<file path="src/rtl/riscv_trace_pkg.sv">
// Shared definitions for the commit trace stage: record kinds and field widths.
package riscv_trace_pkg;

  typedef enum logic [2:0] {
    KIND_NONE  = 3'd0,
    KIND_REG   = 3'd1,
    KIND_LINK  = 3'd2,
    KIND_STORE = 3'd3,
    KIND_BR_T  = 3'd4,
    KIND_BR_NT = 3'd5,
    KIND_JUMP  = 3'd6
  } kind_e;

  localparam int unsigned PC_W    = 32;
  localparam int unsigned INSTR_W = 32;
  localparam int unsigned KIND_W  = 3;
  localparam int unsigned DEST_W  = 32;
  localparam int unsigned VALUE_W = 32;

  function automatic int unsigned rec_width(input int unsigned cyc_w);
    return cyc_w + PC_W + INSTR_W + KIND_W + DEST_W + VALUE_W;
  endfunction

endpackage

</file>
<file path="src/rtl/trace_fifo.sv">
// Generic synchronous show-ahead FIFO; level is the full/empty authority and
// a push against a full FIFO without a simultaneous pop is reported as dropped.
module trace_fifo #(
  parameter int unsigned WIDTH = 8,
  parameter int unsigned DEPTH = 16
) (
  input  logic                     clk,
  input  logic                     reset,
  input  logic                     push,
  input  logic [WIDTH-1:0]         push_data,
  input  logic                     pop_ready,
  output logic                     head_valid,
  output logic [WIDTH-1:0]         head_data,
  output logic [$clog2(DEPTH):0]   level,
  output logic                     dropped
);

  localparam int unsigned PTR_W = $clog2(DEPTH);
  localparam int unsigned LVL_W = PTR_W + 1;

  logic [WIDTH-1:0] mem [DEPTH];
  logic [PTR_W-1:0] wr_ptr;
  logic [PTR_W-1:0] rd_ptr;
  logic             full;
  logic             pop;
  logic             accept;

  assign full       = (level == LVL_W'(DEPTH));
  assign head_valid = (level != '0);
  assign pop        = head_valid && pop_ready;
  // A pop on the same edge frees the slot being written, even when full.
  assign accept     = push && (!full || pop);
  assign dropped    = push && full && !pop;
  assign head_data  = mem[rd_ptr];

  always_ff @(posedge clk) begin
    if (accept) mem[wr_ptr] <= push_data;
  end

  always_ff @(posedge clk or negedge reset) begin
    if (!reset) begin
      wr_ptr <= '0;
      rd_ptr <= '0;
      level  <= '0;
    end else begin
      if (accept) wr_ptr <= wr_ptr + PTR_W'(1);
      if (pop)    rd_ptr <= rd_ptr + PTR_W'(1);
      case ({accept, pop})
        2'b10:   level <= level + LVL_W'(1);
        2'b01:   level <= level - LVL_W'(1);
        default: level <= level;
      endcase
    end
  end

endmodule

</file>
<file path="src/rtl/commit_trace_buffer.sv">
// Retirement trace: classifies each committed instruction, stamps it with a
// commit index and queues it for a valid/ready drainer; overflow never stalls.
module commit_trace_buffer
  import riscv_trace_pkg::*;
#(
  parameter int unsigned DEPTH    = 16,
  parameter int unsigned CYC_W    = 32,
  parameter int unsigned SKIP_NOP = 0
) (
  input  logic                   clk,
  input  logic                   reset,
  input  logic                   commit_valid,
  input  logic [31:0]            pc,
  input  logic [31:0]            instr,
  input  logic                   reg_write,
  input  logic [31:0]            result,
  input  logic                   mem_write,
  input  logic [31:0]            alu_result,
  input  logic [31:0]            rd2,
  input  logic                   branch,
  input  logic                   jump,
  input  logic [31:0]            pc_next,
  input  logic                   clear,
  output logic                   trc_valid,
  input  logic                   trc_ready,
  output logic [CYC_W-1:0]       trc_cycle,
  output logic [31:0]            trc_pc,
  output logic [31:0]            trc_instr,
  output logic [2:0]             trc_kind,
  output logic [31:0]            trc_dest,
  output logic [31:0]            trc_value,
  output logic [$clog2(DEPTH):0] level,
  output logic [15:0]            drop_count,
  output logic                   overflow
);

  localparam int unsigned REC_W = rec_width(CYC_W);

  kind_e            kind;
  logic [31:0]      dest;
  logic [31:0]      value;
  logic [4:0]       rd;
  logic [CYC_W-1:0] cycle_cnt;
  logic             push;
  logic             dropped;
  logic [REC_W-1:0] rec;
  logic [REC_W-1:0] head_data;

  assign rd = instr[11:7];

  always_comb begin
    kind  = KIND_NONE;
    dest  = '0;
    value = '0;
    if (reg_write && rd != '0) begin
      kind  = jump ? KIND_LINK : KIND_REG;
      dest  = {27'b0, rd};
      value = result;
    end else if (mem_write) begin
      kind  = KIND_STORE;
      dest  = alu_result;
      value = rd2;
    end else if (branch) begin
      kind  = (pc_next != pc + 32'd4) ? KIND_BR_T : KIND_BR_NT;
      dest  = pc_next;
    end else if (jump) begin
      kind  = KIND_JUMP;
      dest  = pc_next;
    end
  end

  assign push = commit_valid && !((SKIP_NOP != 0) && kind == KIND_NONE);
  assign rec  = {cycle_cnt, pc, instr, kind, dest, value};

  trace_fifo #(
    .WIDTH (REC_W),
    .DEPTH (DEPTH)
  ) u_fifo (
    .clk        (clk),
    .reset      (reset),
    .push       (push),
    .push_data  (rec),
    .pop_ready  (trc_ready),
    .head_valid (trc_valid),
    .head_data  (head_data),
    .level      (level),
    .dropped    (dropped)
  );

  assign {trc_cycle, trc_pc, trc_instr, trc_kind, trc_dest, trc_value} = head_data;

  always_ff @(posedge clk or negedge reset) begin
    if (!reset) begin
      cycle_cnt  <= '0;
      drop_count <= '0;
      overflow   <= 1'b0;
    end else begin
      if (commit_valid) cycle_cnt <= cycle_cnt + CYC_W'(1);
      // clear takes precedence, so a drop on the clearing edge is not counted
      if (clear) begin
        drop_count <= '0;
        overflow   <= 1'b0;
      end else if (dropped) begin
        overflow <= 1'b1;
        if (drop_count != '1) drop_count <= drop_count + 16'd1;
      end
    end
  end

endmodule

</file>
<file path="config.mk">
export PLATFORM = sky130hd
export DESIGN_NAME = commit_trace_buffer
export DESIGN_NICKNAME = d
export VERILOG_FILES = /design/src/rtl/riscv_trace_pkg.sv /design/src/rtl/trace_fifo.sv /design/src/rtl/commit_trace_buffer.sv
export SDC_FILE = /design/constraint.sdc
export NUM_CORES = 2
export LEC_CHECK = 0
export CAP_MARGIN = 20
export CELL_PAD_IN_SITES_DETAIL_PLACEMENT = 1
export CELL_PAD_IN_SITES_GLOBAL_PLACEMENT = 1
export CORE_ASPECT_RATIO = 1.5
export CORE_UTILIZATION = 50
export CTS_BUF_LIST = sky130_fd_sc_hd__clkbuf_8
export CTS_CLUSTER_SIZE = 30
export DETAILED_ROUTE_END_ITERATION = 6
export PLACE_DENSITY_LB_ADDON = 0.15
export SETUP_SLACK_MARGIN = 0.5
export SYNTH_ARGS = -nofsm -noshare
export SYNTH_HDL_FRONTEND = slang
export SYNTH_SLANG_ARGS = --single-unit
</file>
<file path="constraint.sdc">
create_clock -name clk -period 28 [get_ports clk]
set_clock_uncertainty 0.15 [all_clocks]
set_input_delay 5.6 -clock clk [delete_from_list [all_inputs] [get_ports clk]]
set_output_delay 5.6 -clock clk [all_outputs]
set_load 0.005 [all_outputs]
</file>
==> run metrics <==
status finished, final reports clean; initial antenna violation count 14; CTS H-tree lvls 5; Hold-fix buffers, CTS 0; GRT overflow 0; setup_tns 0 ns; highest attainable clock frequency 0.08554 GHz; GRT Util Overall 0.2524; Logic pwr share 0.302; CTS clock-pin slew for the worst setup and hold paths 0.06 ns; Post-DRT Antenna Nets 0; Hold Path Class reg2reg; RSZ-0062 raised after global routing false; pwr dens 98.16 nW/um^2; Cells after Synth 4,228; ratio of cells with drive above 1 in the final layout 0.2790; Clock Tree Buf Depth 4; gpl congestion 0.7781; endpoint type of the worst setup path primary output; IO Port Bufs 386; switching part of the total power 0.2922; yosys warns 0; number of flops mapped to enable cells by yosys 2,608; Remaining DRCs 0; ys async rst share 0.02322; vias in the first global route 52.32k; Final period util 0.4175; fin crit period 11.69 ns; WL per Instance 32.97 um; num rows 203; P_int 0.008143 W; #FFs+latches synth 2,670; syn nets 4,442; final hold vios 0; switching power 0.003362 W; Worst EP required 22.25 ns; Post-DP Area 109,800 sq um; # IOs 387; Core Region 203,700 sq um; maximum vdd drop 0.09973 mV; Seq/Total Area, Yosys 0.7804; Max-Cap Viols 0; CTS sink count 2,670; setup bufs post-CTS 0; Die X 371.4 um; drt via density 6.175; post-route cell area 117,200 sq um; Synth cell types 56; Die Span Y 556.1 um; drt pass-1 iters 5; Slew Viols, Final 0; P&R area growth vs syn 14.53%; largest net degree at the start of global routing 154; Die ar. 206,500 sq um; worst-skew pair later-pin latency 0.96 ns; TritonCTS clock tree done; Final setup viols 0; commonest cells after routing, fill and taps aside edfxtp_1, mux4_2, clkbuf_8, clkdlybuf4s50_1, inv_1; predominant post-synthesis flop cell edfxtp_1; R2R cell count 7; CP Launch Type flop; post-CTS sizing 0; commonest non-fill, non-tap cell in the layout edfxtp_1; initial detailed-routing violation count 4,619; Worst Tran Pin Value 1.298 ns; Clock power frac 0.261; Reg power frac 0.437; Worst Hold Path Cells 2; Pleak 36.94 nW; via count 48.60k; fin nets 5,108; crit-path max FO 109; wire length of the first global-routing pass 370,500 um; WS Path Type reg2out; relative slew slack 0.1344; Syn Area/Cell 24.21 sq um; DP HPWL 131,500 um; Post-Route WL 259,500 um; Starting Density 0.5024; CTS Buf Count 397; Mapped Area 102,300 sq um; CTS Root Cell clkbuf_8; Critical Path AT 5.94 ns
[power by group through the flow]
stage               clock [W]  sequential [W]  combinational, W
detailed placement          0         0.00511           0.00354
finish                0.00300         0.00502           0.00348
CTS                   0.00308         0.00503           0.00356
floorplan                   0         0.00510           0.00211
global placement            0         0.00508           0.00353
global route          0.00322         0.00506           0.00370
[synthesized netlist by cell type (all sizes together) (4+ instances only)]
cell,number,area (sq um)
mux4,815,18360
buf,57,230.2
inv,22,82.58
nor2,54,202.7
nor4,8,65.06
and4,6,52.55
xnor2,60,525.5
a222oi,5,50.05
nand4,30,187.7
nand3,56,285.3
ha,12,150.1
a22o,27,236.5
and3,16,100.1
edfxtp,2608,78320
nor3,11,55.05
a211oi,4,30.03
a31oi,6,43.79
nand2b,4,25.02
nand2,110,412.9
nand4b,4,35.03
o21ai,9,45.04
a21oi,7,35.03
clkbuf,159,596.8
dfrtp,62,1551
xor2,37,324.1
[flip-flops by register name, indices dropped and copies added (netlist names)]
name / cells
u_fifo.wr_ptr: 4
cycle_cnt: 32
u_fifo.mem: 2608
drop_count: 16
u_fifo.rd_ptr: 4
u_fifo.level: 5
overflow: 1
[worst max-delay path, stage by stage, from the launching register on]
cell             delay, ns
dfrtp_4               0.75
buf_12                0.66
buf_12                0.67
buf_4                 0.92
mux4_2                0.60
mux4_2                0.55
clkdlybuf4s50_1       0.49
[cell type report]
class / instances / area [sq um]
fill: 16840 / 86490
inverter: 22 / 82.58
tap: 2665 / 3334
sequential: 2670 / 79880
clock buffer: 418 / 5753
multi-input combinational: 1320 / 21700
antenna: 8 / 20.02
clock inverter: 284 / 1609
timing repair buffer: 483 / 4835
[path summary, 6_finish.rpt]
check / start / end / slack [ns]
setup / recovery: u_fifo.rd_ptr[0] / trc_dest[27] / 16.31
hold / removal: overflow / overflow / 0.39
setup reg to reg: u_fifo.level[0] / u_fifo.mem[1][93] / 23.23
hold reg to reg: overflow / overflow / 0.39
max in group asynchronous: reset / u_fifo.rd_ptr[1] / 22.28
min in group asynchronous: reset / drop_count[14] / 4.34
[metrics by stage]
| step | setup WS (ns) | hold slack, ns | power, W | util | instances |
|---|---|---|---|---|---|
| final | 16.31 | 0.3927 | 0.01151 | 0.5754 | 7870 |
| after global placement | 17.04 | 0.3673 | 0.008610 | 0.5391 | 7159 |
| after CTS | 15.99 | 0.3918 | 0.01167 | 0.5753 | 7861 |
| after floorplan | 9.353 | 0.3613 | 0.007209 | - | 4228 |
| after detailed placement | 17.04 | 0.3742 | 0.008654 | 0.5391 | 7159 |
| after global routing | 15.74 | 0.4336 | 0.01197 | 0.5753 | 7865 |
[kinds of logic (layout without fill, tap and decap cells)]
family	Yosys count	in the layout	share of synthesized area
compound gates	77	77	0.005991
xor+xnor	97	97	0.008301
fa+ha+maj	13	13	0.001663
buf+inv	238	1207	0.008888
flops	2670	2670	0.7804
mux	819	819	0.1798
other cells	0	8	0
simple gates	314	314	0.01502
[routing by layer]
metal	wire length, um	global-route usage	part of all wire	vias up
met1	106700	0.3510	0.41	26840
li1	-	-	-	19580
met5	54	0	0.00021	-
met3	17950	0.05103	0.069	370
met4	4708	0.05717	0.018	8
met2	130000	0.4152	0.50	1800
No activity file was read; power rests on OpenSTA's default activity.
